**src/rtl/rgb2ycbcr_cfg.sv**
```systemverilog
// rgb2ycbcr_cfg: frame-synchronous RGB to YCbCr colour-space converter.
//
// Purpose
//   Expands R/G/B to 8 bits by MSB replication, then converts with a
//   4-stage pipeline:
//   1. expand + multiply
//   2. sum
//   3. shift / round / clamp
//   4. output gate
//   The conversion mode is latched only on a vsync rising edge. Each pixel
//   carries its mode through the pipeline, so a mode change never corrupts
//   pixels that are already in flight.
//
// Modes (cfg_mode / mode_active)
//   00  BT.601
//   01  BT.709
//   10  grayscale (BT.601 Y, Cb = Cr = 128)
//   11  RGB888 passthrough (Y = R8, Cb = G8, Cr = B8)
//
// Ports
//   clk, rst_n                      clock, asynchronous active-low reset
//   cfg_mode[1:0]                   requested mode, sampled on vsync rise
//   pre_frame_vsync/hsync/de        input syncs
//   img_red/green/blue              input pixel (R_W/G_W/B_W bits)
//   post_frame_vsync/hsync/de       syncs delayed 4 clk
//   img_y/cb/cr[7:0]                converted pixel, 0 when post_frame_de=0
//   mode_active[1:0]                mode currently applied at pipeline input
//
// Build option
//   CSC_ROUND_EN  defined: add 128 before >>8 (round-half-up) in modes 00/01/10.
//                 undefined: truncate.
module rgb2ycbcr_cfg #(
  parameter int R_W = 5,
  parameter int G_W = 6,
  parameter int B_W = 5
) (
  input  logic           clk,
  input  logic           rst_n,
  input  logic [1:0]     cfg_mode,
  input  logic           pre_frame_vsync,
  input  logic           pre_frame_hsync,
  input  logic           pre_frame_de,
  input  logic [R_W-1:0] img_red,
  input  logic [G_W-1:0] img_green,
  input  logic [B_W-1:0] img_blue,
  output logic           post_frame_vsync,
  output logic           post_frame_hsync,
  output logic           post_frame_de,
  output logic [7:0]     img_y,
  output logic [7:0]     img_cb,
  output logic [7:0]     img_cr,
  output logic [1:0]     mode_active
);

  localparam logic signed [17:0] OFFSET = 18'sd32768;
`ifdef CSC_ROUND_EN
  localparam logic signed [17:0] RND_BIAS = 18'sd128;
`else
  localparam logic signed [17:0] RND_BIAS = 18'sd0;
`endif

  // channel expansion
  logic [7:0] r8, g8, b8;

  if (R_W == 8) begin : g_r_id
    assign r8 = img_red;
  end else begin : g_r_rep
    assign r8 = {img_red, img_red[R_W-1 -: 8-R_W]};
  end

  if (G_W == 8) begin : g_g_id
    assign g8 = img_green;
  end else begin : g_g_rep
    assign g8 = {img_green, img_green[G_W-1 -: 8-G_W]};
  end

  if (B_W == 8) begin : g_b_id
    assign b8 = img_blue;
  end else begin : g_b_rep
    assign b8 = {img_blue, img_blue[B_W-1 -: 8-B_W]};
  end

  // mode register, loaded on vsync rising edge only
  logic       vsync_q;
  logic [1:0] mode_q;

  always_ff @(posedge clk or negedge rst_n) begin
    if (!rst_n) begin
      vsync_q <= 1'b0;
      mode_q  <= 2'b00;
    end else begin
      vsync_q <= pre_frame_vsync;
      if (pre_frame_vsync && !vsync_q)
        mode_q <= cfg_mode;
    end
  end

  assign mode_active = mode_q;

  // Coefficients follow the mode register as it stands before any load in
  // this cycle, so the pixel entering on the edge cycle keeps the old mode.
  logic signed [17:0] k_yr, k_yg, k_yb, k_cbr, k_cbg, k_cbb, k_crr, k_crg, k_crb;

  always_comb begin
    k_yr  = 18'sd77;   k_yg  = 18'sd150;  k_yb  = 18'sd29;
    k_cbr = -18'sd43;  k_cbg = -18'sd85;  k_cbb = 18'sd128;
    k_crr = 18'sd128;  k_crg = -18'sd107; k_crb = -18'sd21;
    if (mode_q == 2'b01) begin
      k_yr  = 18'sd54;   k_yg  = 18'sd183;  k_yb  = 18'sd19;
      k_cbr = -18'sd29;  k_cbg = -18'sd99;  k_cbb = 18'sd128;
      k_crr = 18'sd128;  k_crg = -18'sd116; k_crb = -18'sd12;
    end
  end

  logic signed [17:0] pix_r, pix_g, pix_b;
  assign pix_r = $signed({10'd0, r8});
  assign pix_g = $signed({10'd0, g8});
  assign pix_b = $signed({10'd0, b8});

  // stage 1: expand + multiply
  logic signed [17:0] p_yr, p_yg, p_yb, p_cbr, p_cbg, p_cbb, p_crr, p_crg, p_crb;
  logic [7:0]         r1, g1, b1;
  logic [1:0]         m1;
  logic               v1, h1, de1;

  always_ff @(posedge clk or negedge rst_n) begin
    if (!rst_n) begin
      p_yr <= '0;  p_yg <= '0;  p_yb <= '0;
      p_cbr <= '0; p_cbg <= '0; p_cbb <= '0;
      p_crr <= '0; p_crg <= '0; p_crb <= '0;
      r1 <= '0; g1 <= '0; b1 <= '0; m1 <= '0;
      v1 <= 1'b0; h1 <= 1'b0; de1 <= 1'b0;
    end else begin
      p_yr  <= pix_r * k_yr;  p_yg  <= pix_g * k_yg;  p_yb  <= pix_b * k_yb;
      p_cbr <= pix_r * k_cbr; p_cbg <= pix_g * k_cbg; p_cbb <= pix_b * k_cbb;
      p_crr <= pix_r * k_crr; p_crg <= pix_g * k_crg; p_crb <= pix_b * k_crb;
      r1 <= r8; g1 <= g8; b1 <= b8; m1 <= mode_q;
      v1 <= pre_frame_vsync; h1 <= pre_frame_hsync; de1 <= pre_frame_de;
    end
  end

  // stage 2: sum, with chroma offset and optional rounding bias
  logic signed [17:0] s_y, s_cb, s_cr;
  logic [7:0]         r2, g2, b2;
  logic [1:0]         m2;
  logic               v2, h2, de2;

  always_ff @(posedge clk or negedge rst_n) begin
    if (!rst_n) begin
      s_y <= '0; s_cb <= '0; s_cr <= '0;
      r2 <= '0; g2 <= '0; b2 <= '0; m2 <= '0;
      v2 <= 1'b0; h2 <= 1'b0; de2 <= 1'b0;
    end else begin
      s_y  <= p_yr + p_yg + p_yb + RND_BIAS;
      s_cb <= p_cbr + p_cbg + p_cbb + OFFSET + RND_BIAS;
      s_cr <= p_crr + p_crg + p_crb + OFFSET + RND_BIAS;
      r2 <= r1; g2 <= g1; b2 <= b1; m2 <= m1;
      v2 <= v1; h2 <= h1; de2 <= de1;
    end
  end

  // stage 3: shift, clamp, mode select
  function automatic logic [7:0] clamp8(input logic signed [17:0] s);
    logic signed [17:0] q;
    q = s >>> 8;
    if (q < 18'sd0)        clamp8 = 8'd0;
    else if (q > 18'sd255) clamp8 = 8'hFF;
    else                   clamp8 = q[7:0];
  endfunction

  logic [7:0] y_n, cb_n, cr_n;

  always_comb begin
    y_n  = clamp8(s_y);
    cb_n = clamp8(s_cb);
    cr_n = clamp8(s_cr);
    case (m2)
      2'b10: begin
        cb_n = 8'd128;
        cr_n = 8'd128;
      end
      2'b11: begin
        y_n  = r2;
        cb_n = g2;
        cr_n = b2;
      end
      default: ;
    endcase
  end

  logic [7:0] y3, cb3, cr3;
  logic       v3, h3, de3;

  always_ff @(posedge clk or negedge rst_n) begin
    if (!rst_n) begin
      y3 <= '0; cb3 <= '0; cr3 <= '0;
      v3 <= 1'b0; h3 <= 1'b0; de3 <= 1'b0;
    end else begin
      y3 <= y_n; cb3 <= cb_n; cr3 <= cr_n;
      v3 <= v2; h3 <= h2; de3 <= de2;
    end
  end

  // stage 4: output gate, pixel forced to 0 outside active video
  always_ff @(posedge clk or negedge rst_n) begin
    if (!rst_n) begin
      img_y <= '0; img_cb <= '0; img_cr <= '0;
      post_frame_vsync <= 1'b0;
      post_frame_hsync <= 1'b0;
      post_frame_de    <= 1'b0;
    end else begin
      img_y  <= de3 ? y3  : 8'd0;
      img_cb <= de3 ? cb3 : 8'd0;
      img_cr <= de3 ? cr3 : 8'd0;
      post_frame_vsync <= v3;
      post_frame_hsync <= h3;
      post_frame_de    <= de3;
    end
  end

endmodule

```
**config.mk**
```make
export PLATFORM = sky130hd
export DESIGN_NAME = rgb2ycbcr_cfg
export DESIGN_NICKNAME = d
export VERILOG_FILES = /design/src/rtl/rgb2ycbcr_cfg.sv
export SDC_FILE = /design/constraint.sdc
export NUM_CORES = 1
export LEC_CHECK = 0
export ABC_AREA = 1
export BUFFER_PORTS_ARGS = -buffer_cell sky130_fd_sc_hd__buf_2
export CAP_MARGIN = 20
export CORE_AREA = 3 3 194 272
export DETAILED_ROUTE_END_ITERATION = 8
export DIE_AREA = 0 0 197 275
export PLACE_DENSITY_LB_ADDON = 0.3
export SLEW_MARGIN = 20
export SYNTH_ARGS = -nofsm -noshare
export SYNTH_HDL_FRONTEND = slang
export SYNTH_SLANG_ARGS = --single-unit
```
**constraint.sdc**
```tcl
create_clock -name clk -period 5.4 [get_ports clk]
set_input_delay 0.27 -clock clk [delete_from_list [all_inputs] [get_ports clk]]
set_output_delay 0.27 -clock clk [all_outputs]
set_load 0.05 [all_outputs]
```
Word level (Yosys, flattened, before mapping)
Index checks and enable logic that the tools add are counted.
{"block": "totals", "out_inout_bits": 29, "ff_bits": 291}
{"block": "op_classes", "mul": 7, "muxes": 19, "reduce_logical": 2, "addsub": 8, "magnitude_cmp": 6, "eq_ne": 3}
{"operator": "multiplier 9 x 18 -> 18 bit", "n": 6}
{"operator": "2-to-1 mux 8 bit", "n": 10}
{"operator": "adder 18 bit", "n": 3}
{"operator": "adder 16 x 18 -> 18 bit", "n": 2}
{"operator": "adder 18 x 17 -> 18 bit, second input constant", "n": 2}
{"operator": "case mux 8 bit (2 select lines)", "n": 2}
{"operator": "greater-than comparator 10 x 9 -> 1 bit, second input constant", "n": 3}
{"operator": "less-than comparator 10 x 1 -> 1 bit, second input constant", "n": 3}
{"operator": "adder 18 x 16 -> 18 bit", "n": 1}
{"operator": "2-to-1 mux 6 bit", "n": 3}
{"operator": "multiplier 8 x 7 -> 15 bit", "n": 1}
{"operator": "2-to-1 mux 5 bit", "n": 2}
{"operator": "2-to-1 mux 7 bit", "n": 1}
{"operator": "== test 2 bit, second input constant", "n": 2}
{"operator": "2-to-1 mux 4 bit", "n": 1}
{"operator": "== test 2 x 1 -> 1 bit, second input constant", "n": 1}
{"operator": "logical AND 1 bit", "n": 1}
{"operator": "zero test 1 bit", "n": 1}

Longest topological paths before layout
Gate-level depths: netlist of run 1.
{"block": "logic_depth", "word_depth": 4, "depth_mapped": 25}

Worst setup path before layout of run 1
OpenSTA, ideal clock, no wires.
{"block": "synth_path", "path_type": "flip-flop to flip-flop", "from": "register mode_q[0] (netlist: mode_active[0])", "to": "register p_cbr[11]", "stages_incl_launch_ff": 21, "period_less_slack_ns": 4.551, "slack_ns": 0.849, "setup_time_ns": 0.124, "n_path_buf": 1, "t_required_ns": 5.276, "arrival_ns": 4.427, "path_cell_list": "dfrtp_1 inv_1 nor2_4 buf_6 nor2_1 inv_1 fa_1 fa_1 inv_1 fa_1 inv_1 fa_1 inv_1 ha_1 nand2_1 nand2_1 o21bai_1 a21oi_1 o21ai_0 nand2_1 nand2_1"}
{"block": "synth_between", "elab_chain_cells": 3}
{"element": "from (decl)", "line": "85", "rtl": "logic [1:0] mode_q;"}
{"element": "from (signal assigned)", "line": "94", "rtl": "mode_q <= cfg_mode;"}
{"element": "== test 2 x 1 -> 1 bit", "line": "108", "rtl": "if (mode_q == 2'b01) begin"}
{"element": "2-to-1 mux 6 bit", "line": "108"}
{"element": "multiplier 9 x 18 -> 18 bit", "line": "135", "rtl": "p_cbr <= pix_r * k_cbr; p_cbg <= pix_g * k_cbg; p_cbb <= pix_b * k_cbb;"}
{"element": "to (signal assigned)", "line": "135"}
{"element": "to (decl)", "line": "121", "rtl": "logic signed [17:0] p_yr, p_yg, p_yb, p_cbr, p_cbg, p_cbb, p_crr, p_crg, p_crb;"}
Every way passes these cells.
A chain may end at the register's enable or synchronous reset.

Final worst setup path of run 1
{"block": "layout_path", "from": "register mode_q[1] (netlist: mode_active[1])", "to": "register p_cbg[15]"}
{"block": "layout_between", "elab_chain_cells": 3}
{"element": "== test 2 x 1 -> 1 bit", "line": "108"}
{"element": "2-to-1 mux 6 bit", "line": "108"}
{"element": "multiplier 9 x 18 -> 18 bit", "line": "135"}
{"element": "to (signal assigned)", "line": "135"}
{"element": "to (decl)", "line": "121"}
Every way passes these cells.

==> reports/results.ini, run 1 <==
[sta]
fin_setup_tns_ns = 0
min_period_ns = 5.03
skew_ns = 0.0160
fmax_ghz = 0.199
maxSlewViolCount = 0
maxSlewHeadroom_pct = 47.2
worstMarginPinSlew_ns = 0.793
rsz0062_at_grt = false
timing.final.setup_violations = 0
period_share_pct = 93.1
hold_viol = 0

[cells_and_area]
mostFrequentLayoutCell = inv_1
utilization_pct = 44.0
area_delta_synth_final_pct = 10.9
stdcell_count = 2973
nNetsFinal = 2818
drive_gt1_share_pct = 5.34
layout_common_cells = 466 x inv_1, 391 x nand2_1, 336 x ha_1

[critical_path]
worstSetupPathType = flip-flop to flip-flop
cp_slowest_cell = nor2_1
startpoint = mode_active[1]$_DFFE_PN0P_
worstReg2RegStart = mode_active[1]$_DFFE_PN0P_
start_kind = flip-flop
end_kind = flip-flop
cp_slowest_stage_delay_ns = 0.54
worstPathCellList = nor2_4 > inv_2 > nor2_1 > fa_1 > fa_1 > fa_1 > inv_1 > fa_1 > inv_1 > ha_1 > nand2_1 > nand2_1 > a31oi_1 > o21a_1 > nand2_1 > nand2_1 > nand2_1
worst-path-buf-inv = 3
crit_family = adder cells
required_ns = 5.84
path_max_fanout = 13
cp_data_arrival_time_ns = 5.47
cpMostUsedCell = nand2_1

[placed_design]
dpl.hpwl_um = 40200
place_congestion = 0.918
dp.cells = 2907
io_buffers = 51

[detailed_routing]
postRouteAntennaNets = 0
drt-wirelength-per-cell_um = 16.0
drt_iter0_markers = 717
via_count = 14238
finalWirelength_um = 47600
firstDrtPassIters = 5
viasPerCell = 4.79
drc = 0

[run]
drv_cap = 0

[global_routing]
antenna_found_initial = 3
grt_max_degree = 146
overflow = 0
grtUsageTotal_pct = 18.4
grt_pass1_vias = 15329
grt_pass1_wl_um = 79200

[synthesis]
synth_top_family_by_area = adder cells
ys_seq_area_share_pct = 30.2
synth_warnings = 0
yosys.area_share.simple_pct = 13.3
synth_fa_ha_area_share_pct = 36.4
synth_cell_type_count = 45
ys_ff_latch = 243
synth_xor_area_share_pct = 3.40
netlist_area_mm2 = 0.0201
synth.area.mux_share_pct = 0.0560
synth_compound_area_share_pct = 7.34
syn_area_per_cell_um2 = 9.12
synthCells = 2206

[clock_tree]
cts_tree = yes
cts_buffer_depth = 3
cts.sinks = 243
numCtsBuffers = 25
cts_resized = 0
worstSkewPairLatency_ns = 0.55
root_buffer = clkbuf_16
cts_max_level = 1
clk_pin_slew_ns = 0.06

[die]
die_w_um = 197
die_y_um = 275
rows = 98
die_area_mm2 = 0.0542
core-area_mm2 = 0.0508
initial_core_util_pct = 39.6
ioPinCount = 52

[run_status]
status = completed

[worst_hold_path]
worstHoldPathType = input port to flip-flop
worstHoldStart = img_blue[4]

per-stage QoR:
step | worst slack (ns) | area [um^2] | hold WS, ns
after floorplan | 0.849 | 20200 | -0.0256
after global placement | 0.431 | 21200 | 0.332
after detailed placement | 0.406 | 21200 | 0.336
after CTS | 0.378 | 22300 | 0.0510
after global routing | 0.138 | 22300 | 0.0477
final | 0.373 | 22300 | 0.0624
cell families after synthesis:
group,count (synthesis)
xor gates and xnor gates,78
AOI/OAI and AO/OA,259
and+or+nand+nor,641
buffers and inverters,490
muxes,1
adders and majority gates,492
other,2
DFF,243
synthesized netlist by cell type (all sizes together):
master,number,share of area (%)
inv,470,8.8
nand2,391,7.3
ha,336,21
dfrtp,243,30
fa,156,16
nor2,117,2.5
a21oi,101,2.5
nand3,97,2.4
o21ai,86,2.2
xor2,55,2.4
xnor2,23,1.0
a21o,21,0.79
o21bai,17,0.63
a31oi,15,0.47
clkbuf,14,0.26
nand4,13,0.40
nor3,11,0.27
buf,5,0.19
o21a,5,0.19
nand3b,4,0.15
a31o,3,0.13
nor4,3,0.093
o211ai,3,0.11
a22oi,2,0.075
and2,2,0.062
conb,2,0.037
o31ai,2,0.075
or2,2,0.062
a211o,1,0.044
a211oi,1,0.037
a21boi,1,0.037
clkinv,1,0.019
mux2,1,0.056
nor2b,1,0.031
o2111ai,1,0.044
flip-flops by register name, indices dropped and copies added (netlist names), 4 cells and up:
register	count
b2	5
cb3	8
p_cbg	17
s_y	10
s_cb	10
img_y	8
g1	6
r2	5
s_cr	10
p_crg	18
g2	6
p_yg	17
p_cbr	17
r1	5
y3	8
p_cbb	4
img_cr	8
img_cb	8
p_yb	14
p_yr	15
p_crb	18
cr3	8
final timing paths:
path                            slack [ns]  depth (start not counted)                   to
worst max-delay path                  0.37                         17  p_cbg[15]$_DFF_PN0_
worst min-delay path                  0.06                          1   p_cbb[9]$_DFF_PN0_
worst max register to register        0.37                         17  p_cbg[15]$_DFF_PN0_
worst min register to register        0.35                          0      m2[0]$_DFF_PN0_
max in group asynchronous             3.82                          3   p_yg[15]$_DFF_PN0_
min in group asynchronous             0.37                          2  p_crb[14]$_DFF_PN0_
repair_timing:
item / in CTS / in global routing
buffers inserted: 0 / 0
endpoints found under the hold margin: 116 / 0
hold buffers: 19 / 0
metal layers:
metal / global-route usage (%) / part of all wire, %
met5: 0 / 0
met4: 6.49 / 3.5
met3: 1.58 / 2.6
met2: 34.6 / 53
met1: 21.8 / 41
layout make-up:
class | instances | area, um^2
inverter | 471 | 1770
clock inverter | 13 | 220
multi-input combinational | 1485 | 12200
clock buffer | 32 | 682
timing repair buffer | 77 | 520
sequential | 243 | 6080
fill | 5004 | 28500
antenna | 2 | 5.00
tap | 650 | 813
Power of run 1 is not shown: default switching activity piles up to over one toggle a cycle in this logic, so the estimate is an artifact.
==> run 2, diff against run 1 <==
CORE_AREA = 3 3 183 257   (was 3 3 194 272)
DIE_AREA = 0 0 186 260   (was 0 0 197 275)
==> run 2 against run 1 <==
Critical path depth unchanged; via count increased by 0.67%; die area decreased by 11%; flip-flop and latch count stayed put; cell area fell by 0.57%; worst hold slack worse by 0.027 ns; core utilization grew 5.5 points; non-clock buffer count unchanged; routed wire length increased by 0.15%; global-route usage is 2.2 points higher; clock-buffer cell count decreased by 1.
==> reports/results.ini, run 2 (synthesis results as in run 1) <==
[die]
die_w_um = 186  ; -5.6%
rows = 92  ; -6.1%
die_y_um = 260  ; -5.5%
ioPinCount = 52  ; unchanged
initial_core_util_pct = 44.8  ; +5.2 points
die_area_mm2 = 0.0484  ; -11%
core-area_mm2 = 0.0449  ; -12%

[detailed_routing]
firstDrtPassIters = 5  ; unchanged
drc = 0  ; unchanged
postRouteAntennaNets = 0  ; unchanged
finalWirelength_um = 47700  ; +0.15%
drt-wirelength-per-cell_um = 16.5  ; +3.1%
drt_iter0_markers = 695  ; -3.1%
via_count = 14334  ; +0.67%
viasPerCell = 4.97  ; +3.7%

[clock_tree]
cts_buffer_depth = 3  ; unchanged
postCtsSetupRepairBufs = 0  ; unchanged
cts_tree = yes
numCtsBuffers = 26  ; +4.0%
postCtsHoldBufs = 18  ; -1
worstSkewPairLatency_ns = 0.55  ; about the same
cts.sinks = 243  ; unchanged
root_buffer = clkbuf_16
cts_max_level = 1  ; unchanged
clk_pin_slew_ns = 0.06  ; about the same
cts_resized = 0  ; unchanged

[sta]
skew_ns = 0.0133  ; -0.00272 ns
hold_viol = 0  ; unchanged
fmax_ghz = 0.207  ; +4.1%
rsz0062_at_grt = false
worstMarginPinSlew_ns = 0.808  ; +0.0151 ns
min_period_ns = 4.83  ; -0.198 ns
timing.final.setup_violations = 0  ; unchanged
maxSlewViolCount = 0  ; unchanged
fin_setup_tns_ns = 0  ; unchanged
period_share_pct = 89.4  ; -3.7 points
maxSlewHeadroom_pct = 46.1  ; -1.0 points

[run]
drv_cap = 0  ; unchanged

[critical_path]
worstReg2RegStart = mode_active[1]$_DFFE_PN0P_
start_kind = flip-flop
worstSetupPathType = flip-flop to flip-flop
required_ns = 5.84  ; about the same
cp_data_arrival_time_ns = 5.27  ; -0.20 ns
path_max_fanout = 13  ; unchanged
startpoint = mode_active[1]$_DFFE_PN0P_
end_kind = flip-flop

[run_status]
status = completed

[worst_hold_path]
worstHoldPathType = input port to flip-flop
worstHoldStart = img_green[3]

[global_routing]
grt_pass1_wl_um = 78100  ; -1.3%
grtUsageTotal_pct = 20.5  ; +2.2 points
antenna_found_initial = 3  ; unchanged
grt_pass1_vias = 15158  ; -1.1%
overflow = 0  ; unchanged
grt_max_degree = 139  ; -4.8%

[cells_and_area]
layout_common_cells = 466 x inv_1, 391 x nand2_1, 336 x ha_1
nNetsFinal = 2819  ; +0.035%
mostFrequentLayoutCell = inv_1
fill_cells = 4272  ; -15%
diodes = 0  ; -2
top_regs = p_crb x18, p_crg x18
drive_gt1_share_pct = 5.42  ; +0.081 points
area_delta_synth_final_pct = 10.3

[placed_design]
dpl.hpwl_um = 40400  ; +0.33%
place_congestion = 0.912  ; -0.74%
io_buffers = 51  ; unchanged

[run 2: cell types whose count changed in the layout (fill, tap and decap cells not counted), moves of 2 or more]
cell,change
clkinvlp_4,+4
clkbuf_8,-3
clkinv_4,+2
diode_2,-2
[run 2: worst paths after layout]
path | to | slack (ns) | cells past startpoint
setup / recovery | p_cbg[15]$_DFF_PN0_ | 0.57 | 17
hold / removal | g1[5]$_DFF_PN0_ | 0.04 | 1
setup reg to reg | p_cbg[15]$_DFF_PN0_ | 0.57 | 17
hold reg to reg | h2$_DFF_PN0_ | 0.35 | 0
max in group asynchronous | p_crb[2]$_DFF_PN0_ | 3.88 | 3
min in group asynchronous | v3$_DFF_PN0_ | 0.33 | 2
[run 2: worst max-delay path, stage by stage (launching register included)]
cell     delay (ns)
dfrtp_1        0.43
nor2_4         0.39
inv_2          0.30
nor2_1         0.42
fa_1           0.51
fa_1           0.49
fa_1           0.56
inv_1          0.06
fa_1           0.52
inv_1          0.04
ha_1           0.35
nand2_1        0.08
nand2_1        0.08
a31oi_1        0.17
o21a_1         0.15
nand2_1        0.05
nand2_1        0.05
nand2_1        0.05
[run 2: area by class of cell]
| class | count | area [um^2] | area share (%) |
|---|---|---|---|
| multi-input combinational | 1485 | 12200 | 55.1 |
| sequential | 243 | 6080 | 27.4 |
| inverter | 471 | 1770 | 7.97 |
| tap | 564 | 706 | 3.18 |
| clock buffer | 31 | 669 | 3.02 |
| timing repair buffer | 77 | 518 | 2.34 |
| clock inverter | 16 | 220 | 0.993 |
[run 2: metal layers]
layer	global-route usage (%)	vias to the layer above	wire [um]
li1	-	7143	-
met1	24.1	6804	19200
met2	37.8	277	24900
met3	2.17	110	1500
met4	8.32	0	2100
met5	0	-	0
[run 2: through the flow]
| stage | hold slack [ns] | cells | cell area (um^2) | utilization (%) | setup slack (ns) |
|---|---|---|---|---|---|
| after floorplan | -0.0256 | 2218 | 20200 | - | 0.849 |
| after global placement | 0.333 | 2822 | 21100 | 47.0 | 0.695 |
| after detailed placement | 0.337 | 2822 | 21100 | 47.0 | 0.560 |
| after CTS | 0.00168 | 2887 | 22200 | 49.4 | 0.554 |
| after global routing | 0.00103 | 2887 | 22200 | 49.4 | 0.286 |
| final | 0.0355 | 2887 | 22200 | 49.4 | 0.571 |
Power of run 2 is left out for the same reason.
==> run 3, diff against run 2 <==
CORE_AREA = 2 2 182 256   (was 3 3 183 257)
DIE_AREA = 0 0 184 258   (was 0 0 186 260)
clock period = 3.9 ns   (was 5.4 ns; I/O delays follow)
==> run 3 against run 2 <==
The flow now finishes with violations (negative setup slack); routed wire length up 7.6%; core utilization up 6.5 points; register-to-register slack worse by 0.80 ns; die area down 1.8%; global-route usage up 1.4 points; worst hold slack worse by 0.0099 ns; critical path type unchanged; largest cell class unchanged.
==> reports/results.ini, run 3 (synthesis results as in run 1) <==
[critical_path]
worstPathCellList = nor2_4 > buf_12 > inv_12 > nor2_4 > fa_1 > fa_2 > fa_1 > inv_1 > fa_1 > inv_2 > ha_4 > nand2_4 > nand2_4 > a31oi_4 > o21a_1 > nand3b_1 > nand2_1
cp_slowest_cell = fa_1
cpMostUsedCell = fa_1
worstSetupPathType = flip-flop to flip-flop
cp_data_arrival_time_ns = 4.55  ; -0.72 ns
required_ns = 4.33  ; -1.51 ns
path_max_fanout = 9  ; -4
cp_slowest_stage_delay_ns = 0.52  ; -0.04 ns
start_kind = flip-flop
end_kind = flip-flop

[run_status]
status = finished with violations
violations = negative setup slack

[global_routing]
overflow = 0  ; unchanged
grt_pass1_wl_um = 81200  ; +4.0%
use_met3_pct = 1.79  ; -0.38 points
grt_max_degree = 94  ; -32%
busiest_layer = met2
grtUsageTotal_pct = 21.9  ; +1.4 points
grtUsageMet2_pct = 40.9  ; +3.0 points
met1_usage_pct = 25.4  ; +1.2 points
antenna_found_initial = 2  ; -1
grt_pass1_vias = 16070  ; +6.0%

[cells_and_area]
register_area_mm2 = 0.00608  ; about the same
nNetsFinal = 3037  ; +7.7%
multiInputGateArea_mm2 = 0.0136  ; +12%
diodes = 0  ; unchanged
drive_gt1_share_pct = 23.9  ; +18 points
layout_common_cells = 439 x inv_1, 350 x nand2_1, 291 x ha_1
mostFrequentLayoutCell = inv_1
fill_cells = 3979  ; -6.9%
area_delta_synth_final_pct = 26.1
stdcell_area_mm2 = 0.0254  ; +14%
top_regs = p_crb x18, p_crg x18

[detailed_routing]
postRouteAntennaNets = 0  ; unchanged
drt_iter0_markers = 627  ; -9.8%
drc = 0  ; unchanged
firstDrtPassIters = 5  ; unchanged
via_count = 15269  ; +6.5%
finalWirelength_um = 51300  ; +7.6%
drt-wirelength-per-cell_um = 16.5  ; about the same
viasPerCell = 4.91  ; -1.1%

[sta]
timing.final.setup_violations = 44  ; +44
maxSlewHeadroom_pct = 52.5  ; +6.3 points
period_share_pct = 106  ; +16 points
skew_ns = 0.0117  ; -0.00161 ns
maxSlewViolCount = 0  ; unchanged
rsz0062_at_grt = true
worstMarginPinSlew_ns = 0.713  ; -0.0951 ns
min_period_ns = 4.13  ; -0.701 ns
fmax_ghz = 0.242  ; +17%
setup_ws_ns = -0.228  ; -0.799 ns
hold_viol = 0  ; unchanged

[placed_design]
io_buffers = 51  ; unchanged
dpl.hpwl_um = 42300  ; +4.7%
dpl_cell_area_mm2 = 0.0229  ; +8.6%
place_congestion = 0.930  ; +2.0%

[die]
initial_core_util_pct = 44.3  ; -0.48 points
die_w_um = 184  ; -1.1%
core-area_mm2 = 0.0454  ; +1.1%
die_area_mm2 = 0.0475  ; -1.8%
rows = 93  ; +1.1%
ioPinCount = 52  ; unchanged
die_y_um = 258  ; -0.77%

[clock_tree]
worstSkewPairLatency_ns = 0.54  ; about the same
cts_buffer_depth = 3  ; unchanged
root_buffer = clkbuf_16
clk_pin_slew_ns = 0.07  ; about the same
cts.sinks = 243  ; unchanged
numCtsBuffers = 25  ; -3.8%
cts_tree = yes
cts_max_level = 1  ; unchanged

[worst_hold_path]
worstHoldPathType = input port to flip-flop

[run]
drv_cap = 0  ; unchanged

-- run 3: cell count changes in the layout (fill, tap and decap cells not counted), moves of 38 or more --
cell / before / now
buf_4: 7 / 208
ha_1: 336 / 291
a21oi_1: 100 / 59
nand2_1: 391 / 350
nor2_1: 106 / 66
ha_4: 0 / 38
-- run 3: worst paths after layout --
kind                                                  from                          to  depth (start not counted)  slack, ns
worst max-delay path            mode_active[1]$_DFFE_PN0P_         p_cbg[15]$_DFF_PN0_                         17      -0.23
max in group asynchronous                            rst_n           p_yb[0]$_DFF_PN0_                          3       2.61
worst max register to register  mode_active[1]$_DFFE_PN0P_         p_cbg[15]$_DFF_PN0_                         17      -0.23
worst min register to register                h1$_DFF_PN0_                h2$_DFF_PN0_                          0       0.35
min in group asynchronous                            rst_n  post_frame_vsync$_DFF_PN0_                          2       0.27
worst min-delay path                            img_red[2]             r1[5]$_DFF_PN0_                          2       0.03
-- run 3: final cells by class --
class	instances	share of cell area [%]
Tap cell	570	2.81
Sequential cell	243	24.0
Clock buffer	33	2.78
Clock inverter	12	0.631
Multi-Input combinational cell	1485	53.8
Timing Repair Buffer	296	8.99
Inverter	471	7.04
-- run 3: through the flow --
step	worst slack, ns	setup TNS, ns	std cells	hold WS, ns	utilization [%]
2_1_floorplan	-0.191	-2.69	2218	-0.101	-
3_3_place_gp	-0.438	-6.13	3029	0.267	50.5
3_5_place_dp	-0.366	-7.52	3029	0.273	50.5
4_1_cts	-0.215	-4.97	3090	0.00146	53.4
5_1_grt	-0.383	-13.43	3110	0.00596	55.9
6_report	-0.228	-5.05	3110	0.0256	55.9
-- run 3: critical path: cells and delay by family (launching register included) --
kind	cells	cell delay [ns]
AOI/OAI and AO/OA	2	0.28
adders and majority gates	5	2.33
buffers and inverters	4	0.31
DFF	1	0.42
and+or+nand+nor	6	0.66
-- run 3: what timing repair did --
action / in CTS / in global routing
endpoints found under the setup margin: 61 / 69
gates cloned: 0 / 3
buffers inserted: 0 / 18
gates resized for setup: 62 / 215
hold buffers: 16 / 0
pin swaps: 2 / 107
endpoints found under the hold margin: 105 / 0
-- run 3: layer usage --
layer | part of all wire [%] | wire length, um
met3 | 2.8 | 1430
met1 | 39 | 20100
met5 | 0 | 0
met2 | 53 | 27100
met4 | 5.2 | 2650
Power of run 3 is left out for the same reason.
